### config.mk
export PLATFORM = sky130hd
export DESIGN_NAME = mac_rx_frame_check
export DESIGN_NICKNAME = d
export VERILOG_FILES = /design/src/rtl/mac_pkg.sv /design/src/rtl/mac_rx_crc32_d16.sv /design/src/rtl/mac_rx_frame_check.sv
export SDC_FILE = /design/constraint.sdc
export NUM_CORES = 1
export LEC_CHECK = 0
export ABC_AREA = 1
export ABC_CLOCK_PERIOD_IN_PS = 4050
export CAP_MARGIN = 20
export CORE_MARGIN = 10
export CORE_UTILIZATION = 45
export CTS_CLUSTER_DIAMETER = 30
export DETAILED_ROUTE_END_ITERATION = 16
export PLACE_DENSITY = 0.73
export SETUP_SLACK_MARGIN = 0.5
export SLEW_MARGIN = 20
export SYNTH_ARGS = -nofsm -noshare
export SYNTH_HDL_FRONTEND = slang
export SYNTH_SLANG_ARGS = --single-unit
export TNS_END_PERCENT = 20
### constraint.sdc
create_clock -name i_clk -period 4.05 [get_ports i_clk]
set_clock_uncertainty 0.15 [all_clocks]
set_input_delay 0.405 -clock i_clk [delete_from_list [all_inputs] [get_ports i_clk]]
set_output_delay 0.405 -clock i_clk [all_outputs]
set_load 0.01 [all_outputs]
### src/rtl/mac_pkg.sv
// Shared types and constants for the receive MAC frame checker.
package mac_pkg;

    localparam int unsigned DATA_W        = 16;
    localparam int unsigned CNT_W         = 10;
    localparam int unsigned LEN_W         = 11;
    localparam int unsigned BYTE_W        = 12;

    localparam logic [31:0] CRC32_POLY    = 32'h04C11DB7;
    localparam logic [31:0] CRC32_INIT    = 32'hFFFFFFFF;
    localparam logic [31:0] CRC32_RESIDUE = 32'hC704DD7B;

    localparam int unsigned ETH_MIN_BYTES = 64;
    localparam int unsigned ETH_MAX_BYTES = 1518;

    typedef enum logic [1:0] {
        ST_IDLE  = 2'd0,
        ST_RECV  = 2'd1,
        ST_CHECK = 2'd2
    } rx_state_t;

    typedef struct packed {
        logic             ok;
        logic             crc_err;
        logic             len_err;
        logic             abort;
        logic [LEN_W-1:0] len;
    } rx_status_t;

    // One byte through the MSB-first register; byte bits enter LSB first (bit-reversed byte).
    function automatic logic [31:0] crc32_byte(input logic [31:0] crc, input logic [7:0] data);
        logic [31:0] c;
        logic        fb;
        c = crc;
        for (int i = 0; i < 8; i++) begin
            fb = c[31] ^ data[i];
            c  = {c[30:0], 1'b0} ^ (fb ? CRC32_POLY : 32'h0000_0000);
        end
        return c;
    endfunction

endpackage

### src/rtl/mac_rx_crc32_d16.sv
// CRC-32 register consuming one 16-bit word per cycle, high byte first.
module mac_rx_crc32_d16
    import mac_pkg::*;
(
    input  logic              i_clk,
    input  logic              i_rst,
    input  logic              i_crc_reset,
    input  logic              i_valid,
    input  logic [DATA_W-1:0] i_data,
    output logic [31:0]       o_crc
);

    logic [31:0] r_crc;
    logic [31:0] w_crc_nxt;

    always_comb begin
        w_crc_nxt = crc32_byte(crc32_byte(r_crc, i_data[15:8]), i_data[7:0]);
    end

    always_ff @(posedge i_clk) begin
        if (i_rst || i_crc_reset) begin
            r_crc <= CRC32_INIT;
        end else if (i_valid) begin
            r_crc <= w_crc_nxt;
        end
    end

    assign o_crc = r_crc;

endmodule

### src/rtl/mac_rx_frame_check.sv
// Receive frame checker: CRC/length check, FCS strip via two-word delay line, per-frame status.
module mac_rx_frame_check
    import mac_pkg::*;
#(
    parameter int unsigned MIN_BYTES   = ETH_MIN_BYTES,
    parameter int unsigned MAX_BYTES   = ETH_MAX_BYTES,
    parameter logic [31:0] CRC_RESIDUE = CRC32_RESIDUE
) (
    input  logic              i_clk,
    input  logic              i_rst,
    input  logic [DATA_W-1:0] i_data,
    input  logic              i_valid,
    input  logic              i_sof,
    input  logic              i_eof,
    output logic [DATA_W-1:0] o_data,
    output logic              o_valid,
    output logic              o_sof,
    output logic              o_eof,
    output logic              o_status_valid,
    output logic              o_frame_ok,
    output logic              o_crc_err,
    output logic              o_len_err,
    output logic              o_abort,
    output logic [LEN_W-1:0]  o_len,
    output logic              o_drop
);

    localparam logic [CNT_W-1:0]  CNT_MAX = '1;
    localparam logic [BYTE_W-1:0] LEN_MAX = BYTE_W'(2047);

    rx_state_t         r_state, w_state_nxt;
    logic [CNT_W-1:0]  r_cnt, w_cnt_nxt, w_cnt_inc;
    logic [DATA_W-1:0] r_dly0, w_dly0_nxt;
    logic [DATA_W-1:0] r_dly1, w_dly1_nxt;
    logic              r_abort, w_abort_nxt;

    logic [DATA_W-1:0] r_data, w_data_nxt;
    logic              r_valid, w_valid_nxt;
    logic              r_sof, w_sof_nxt;
    logic              r_eof, w_eof_nxt;
    logic              r_drop, w_drop_nxt;
    rx_status_t        r_status, w_status_nxt, w_status_calc;
    logic              r_status_valid, w_status_valid_nxt;

    logic              w_crc_en;
    logic              w_crc_clr;
    logic [31:0]       w_crc;
    logic [BYTE_W-1:0] w_bytes;
    logic [BYTE_W-1:0] w_len_raw;

    assign w_crc_clr = (r_state == ST_CHECK);

    mac_rx_crc32_d16 u_crc (
        .i_clk       (i_clk),
        .i_rst       (i_rst),
        .i_crc_reset (w_crc_clr),
        .i_valid     (w_crc_en),
        .i_data      (i_data),
        .o_crc       (w_crc)
    );

    assign w_cnt_inc = (r_cnt == CNT_MAX) ? r_cnt : r_cnt + CNT_W'(1);

    // Status of the frame just finished; abort suppresses the CRC verdict.
    always_comb begin
        w_bytes   = BYTE_W'({r_cnt, 1'b0});
        w_len_raw = (r_cnt < CNT_W'(2)) ? '0 : BYTE_W'({r_cnt - CNT_W'(2), 1'b0});
        w_status_calc         = '0;
        w_status_calc.len     = (w_len_raw > LEN_MAX) ? LEN_W'(LEN_MAX) : w_len_raw[LEN_W-1:0];
        w_status_calc.len_err = (w_bytes < BYTE_W'(MIN_BYTES)) || (w_bytes > BYTE_W'(MAX_BYTES));
        w_status_calc.crc_err = !r_abort && (w_crc != CRC_RESIDUE);
        w_status_calc.abort   = r_abort;
        w_status_calc.ok      = !w_status_calc.crc_err && !w_status_calc.len_err && !r_abort;
    end

    always_comb begin
        w_state_nxt        = r_state;
        w_cnt_nxt          = r_cnt;
        w_dly0_nxt         = r_dly0;
        w_dly1_nxt         = r_dly1;
        w_abort_nxt        = r_abort;
        w_crc_en           = 1'b0;
        w_data_nxt         = r_data;
        w_valid_nxt        = 1'b0;
        w_sof_nxt          = 1'b0;
        w_eof_nxt          = 1'b0;
        w_drop_nxt         = 1'b0;
        w_status_nxt       = r_status;
        w_status_valid_nxt = 1'b0;

        unique case (r_state)
            ST_IDLE: begin
                if (i_valid) begin
                    if (i_sof) begin
                        w_crc_en    = 1'b1;
                        w_dly0_nxt  = i_data;
                        w_dly1_nxt  = '0;
                        w_cnt_nxt   = CNT_W'(1);
                        w_abort_nxt = 1'b0;
                        w_state_nxt = i_eof ? ST_CHECK : ST_RECV;
                    end else begin
                        w_drop_nxt = 1'b1;
                    end
                end
            end
            ST_RECV: begin
                if (i_valid) begin
                    if (i_sof) begin
                        w_drop_nxt  = 1'b1;
                        w_abort_nxt = 1'b1;
                        w_dly0_nxt  = '0;
                        w_dly1_nxt  = '0;
                        w_state_nxt = ST_CHECK;
                    end else begin
                        w_crc_en   = 1'b1;
                        w_dly1_nxt = r_dly0;
                        w_dly0_nxt = i_data;
                        w_cnt_nxt  = w_cnt_inc;
                        // Delay line full: the oldest word is payload, the two newest may be FCS.
                        if (r_cnt >= CNT_W'(2)) begin
                            w_data_nxt  = r_dly1;
                            w_valid_nxt = 1'b1;
                            w_sof_nxt   = (r_cnt == CNT_W'(2));
                            w_eof_nxt   = i_eof;
                        end
                        if (i_eof) begin
                            w_state_nxt = ST_CHECK;
                        end
                    end
                end
            end
            ST_CHECK: begin
                w_drop_nxt         = i_valid;
                w_status_nxt       = w_status_calc;
                w_status_valid_nxt = 1'b1;
                w_cnt_nxt          = '0;
                w_dly0_nxt         = '0;
                w_dly1_nxt         = '0;
                w_abort_nxt        = 1'b0;
                w_state_nxt        = ST_IDLE;
            end
            default: begin
                w_state_nxt = ST_IDLE;
            end
        endcase
    end

    always_ff @(posedge i_clk) begin
        if (i_rst) begin
            r_state        <= ST_IDLE;
            r_cnt          <= '0;
            r_dly0         <= '0;
            r_dly1         <= '0;
            r_abort        <= 1'b0;
            r_data         <= '0;
            r_valid        <= 1'b0;
            r_sof          <= 1'b0;
            r_eof          <= 1'b0;
            r_drop         <= 1'b0;
            r_status       <= '0;
            r_status_valid <= 1'b0;
        end else begin
            r_state        <= w_state_nxt;
            r_cnt          <= w_cnt_nxt;
            r_dly0         <= w_dly0_nxt;
            r_dly1         <= w_dly1_nxt;
            r_abort        <= w_abort_nxt;
            r_data         <= w_data_nxt;
            r_valid        <= w_valid_nxt;
            r_sof          <= w_sof_nxt;
            r_eof          <= w_eof_nxt;
            r_drop         <= w_drop_nxt;
            r_status       <= w_status_nxt;
            r_status_valid <= w_status_valid_nxt;
        end
    end

    assign o_data         = r_data;
    assign o_valid        = r_valid;
    assign o_sof          = r_sof;
    assign o_eof          = r_eof;
    assign o_drop         = r_drop;
    assign o_status_valid = r_status_valid;
    assign o_frame_ok     = r_status.ok;
    assign o_crc_err      = r_status.crc_err;
    assign o_len_err      = r_status.len_err;
    assign o_abort        = r_status.abort;
    assign o_len          = r_status.len;

endmodule

==> results.py <==
metrics = {
    "outcome": {
        "outcome": "finished clean",
    },
    "final_layout": {
        "antennaDiodeCount": 0,
        "area_delta_synth_final_pct": 15.64,
        "layout_commonest_cell": "nand2_1",
        "layout.cells.non_filler": 1238,
        "nets": 1078,
        "drive_above_1_share_pct": 8.634,
        "final_cell_mix": "309 x nand2_1, 116 x nand3_1, 112 x dfxtp_1, 89 x inv_1, 62 x nor2_1",
    },
    "timing": {
        "min_period_over_period_pct": 66.25,
        "fmax_ghz": 0.3727,
        "min_period_ps": 2683,
        "rsz0062_at_grt": "no",
        "setup_viol": 0,
        "fin_ws_ps": 1367,
        "slew_viol_final": 0,
        "finalHoldViolCount": 0,
        "finalSetupTns_ps": 0,
        "worst_pin_slew_ps": 596.8,
        "maxSlewHeadroom_pct": 60.17,
    },
    "hold_path": {
        "hold_path.class": "flop to flop",
    },
    "global_route": {
        "grt_first_pass_wirelength_mm": 30.93,
        "antenna_found_initial": 0,
        "grt_util_all_layers_pct": 18.76,
        "overflow": 0,
        "grtUsageMet2_pct": 29.60,
        "grt_max_degree": 47,
        "use_met3_pct": 3.371,
        "grt_use_met1_pct": 24.32,
        "busiest_layer": "met2",
        "grt_pass1_vias": 6054,
    },
    "route": {
        "drc": 0,
        "vias": 6677,
        "wire_per_inst_um": 15.55,
        "drt_iter0_markers": 634,
        "vias_per_cell": 5.393,
        "dr.pass1.iters": 5,
        "ant_nets": 0,
        "wirelength_mm": 19.25,
    },
    "setup_path": {
        "path_cells": "clkdlybuf4s50_1 > nand2_1 > nand2_4 > nand2_4 > nand2_8 > nand2_4 > nand2_4 > xor2_4 > nand2_1 > nand2_1 > nand2_1 > nand2_1 > nand2_1 > nand3_1 > nand2_1",
        "critical_path.max_fanout": 8,
        "cpMostUsedCell": "nand2_1",
        "critPathTopFamily": "simple AND/OR/NAND/NOR gates",
        "slowest_delay_ps": 590,
        "crit_arrival_ps": 2800,
        "crit_path_top_delay_cell": "clkdlybuf4s50_1",
        "path_buf_inv": 1,
        "cp.required_ps": 4160,
        "path_class": "input port to flop",
        "cp-end-kind": "flop",
        "start_kind": "input port",
    },
    "clocking": {
        "cts_setup_buffers": 0,
        "clockRootBuffer": "clkbuf_16",
        "clkTransAtPathRegs_ps": 80,
        "cts.sinks": 112,
        "clockBufferDepth": 2,
        "cts_buffers": 9,
        "cts_resized": 0,
        "ctsHtreeMaxLevel": 3,
        "postCtsHoldBufs": 0,
        "clk_latency_ps": 360,
        "cts_tree": "built",
    },
    "power_and_ir_drop": {
        "peakVddDrop_v": 0.0003048,
        "leakage_nw": 3.658,
        "p_per_area_mw_per_mm2": 727.6,
    },
    "floorplan": {
        "ioPinCount": 57,
        "fp-row-count": 44,
        "core_mm2": 0.01453,
        "die_w_um": 141.9,
        "initial_utilization_pct": 46.02,
        "die_area_mm2": 0.02014,
        "die_h_um": 141.9,
    },
    "place": {
        "place_ws_ps": 1091,
        "io_buffers": 55,
        "placedCellCount": 1222,
        "hpwl_mm": 14.46,
        "gp_congestion": 0.9759,
    },
    "logic_synthesis": {
        "synth_top_area_share_pct": 33.52,
        "synthArstFlopShare_pct": 0,
        "synth_cells": 1005,
        "synth_area_mm2": 0.006689,
        "synth_edf_count": 0,
        "synth_area_leader_cell": "dfxtp_1",
        "ys.flop_type": "dfxtp_1",
        "ys_seq_area_share_pct": 33.52,
        "syn_area_per_cell_um2": 6.656,
        "ys_ff_latch": 112,
        "synth.top_cells.by_area": "dfxtp_1 34%, nand2_1 17%, nand3_1 8.7%, xor2_1 6.4%, inv_1 5.0%",
        "synthesis.nets": 1034,
        "yosysWarnings": 0,
        "yosysUniqueCellTypes": 44,
    },
    "flow_run": {
        "cap_violations": 0,
    },
}
[per-stage QoR]
stage / total power, W / cell area, um2 / hold WS, ps / util, %
finish: 0.005628 / 7735 / 305.4 / 53.22
global route: 0.006050 / 7735 / 332.5 / 53.22
CTS: 0.005569 / 7735 / 314.6 / 53.22
detailed placement: 0.004592 / 7415 / 298.4 / 51.02
global placement: 0.004578 / 7415 / 294.7 / 51.02
floorplan: 0.003808 / 6689 / 292.2 / -
[state kept, by name (all words and copies together) (netlist names), 2 cells and up]
signal and cells:
r_state 2, u_crc.o_crc 32, r_dly1 16, o_data 16, o_len 10, r_cnt 10, r_dly0 16
[tightest hold or removal path, cell delays in order, from the launching register on]
cell and delay [ps]:
dfxtp_1 310, nand2_1 60, nand2_1 50
[power by group]
group | switching [W] | internal [W]
Clock | 0.000455 | 0.000500
Sequential | 0.000146 | 0.00128
Combinational | 0.00220 | 0.00105
Total | 0.00280 | 0.00283
[synth_stat cells (all sizes together), types with 2 or more instances]
library cell,n
o41ai,2
xnor2,17
buf,8
a31oi,5
a21oi,45
nand4,9
ha,8
nor3,4
a211oi,6
inv,109
nand2,338
nand3,118
nor2,66
xor2,52
nor4,4
clkbuf,22
o211ai,8
nand3b,3
o21ai,52
o21bai,4
or2,6
dfxtp,112
[cell type report]
cell class,instances,area (um2)
multi-input combinational,754,3923
sequential,112,2242
clock buffer,9,225.2
inverter,109,409.1
fill,1463,6799
tap,184,230.2
clock inverter,7,95.09
timing repair buffer,63,610.6
[per-layer routing]
metal	routed length, um	vias to the layer above
met5	0	-
met4	670	0
met3	1480	51
met2	8813	274
met1	8289	3044
li1	-	3308
[final timing paths]
kind	start	endpoint	slack (ps)	cells after the start
min	o_len_err$_SDFFE_PP0P_	o_len_err$_SDFFE_PP0P_	310	2
min reg2reg	o_len_err$_SDFFE_PP0P_	o_len_err$_SDFFE_PP0P_	310	2
max	i_data[8]	u_crc.o_crc[13]$_SDFFE_PP1P_	1370	15
max reg2reg	r_state[1]$_SDFFE_PP0P_	o_sof$_SDFF_PP0_	1390	11
[cells by family (layout without fill, tap and decap cells)]
| logic type | after synthesis | count (layout) | share of synthesized area, % |
|---|---|---|---|
| simple gates | 550 | 550 | 36.64 |
| buf+inv | 139 | 188 | 7.969 |
| compound gates | 126 | 126 | 10.55 |
| flops | 112 | 112 | 33.52 |
| xor+xnor | 69 | 69 | 9.764 |
| fa+ha+maj | 8 | 8 | 1.497 |
| other cells | 1 | 1 | 0.05606 |
(Power assumes the default switching activity.)
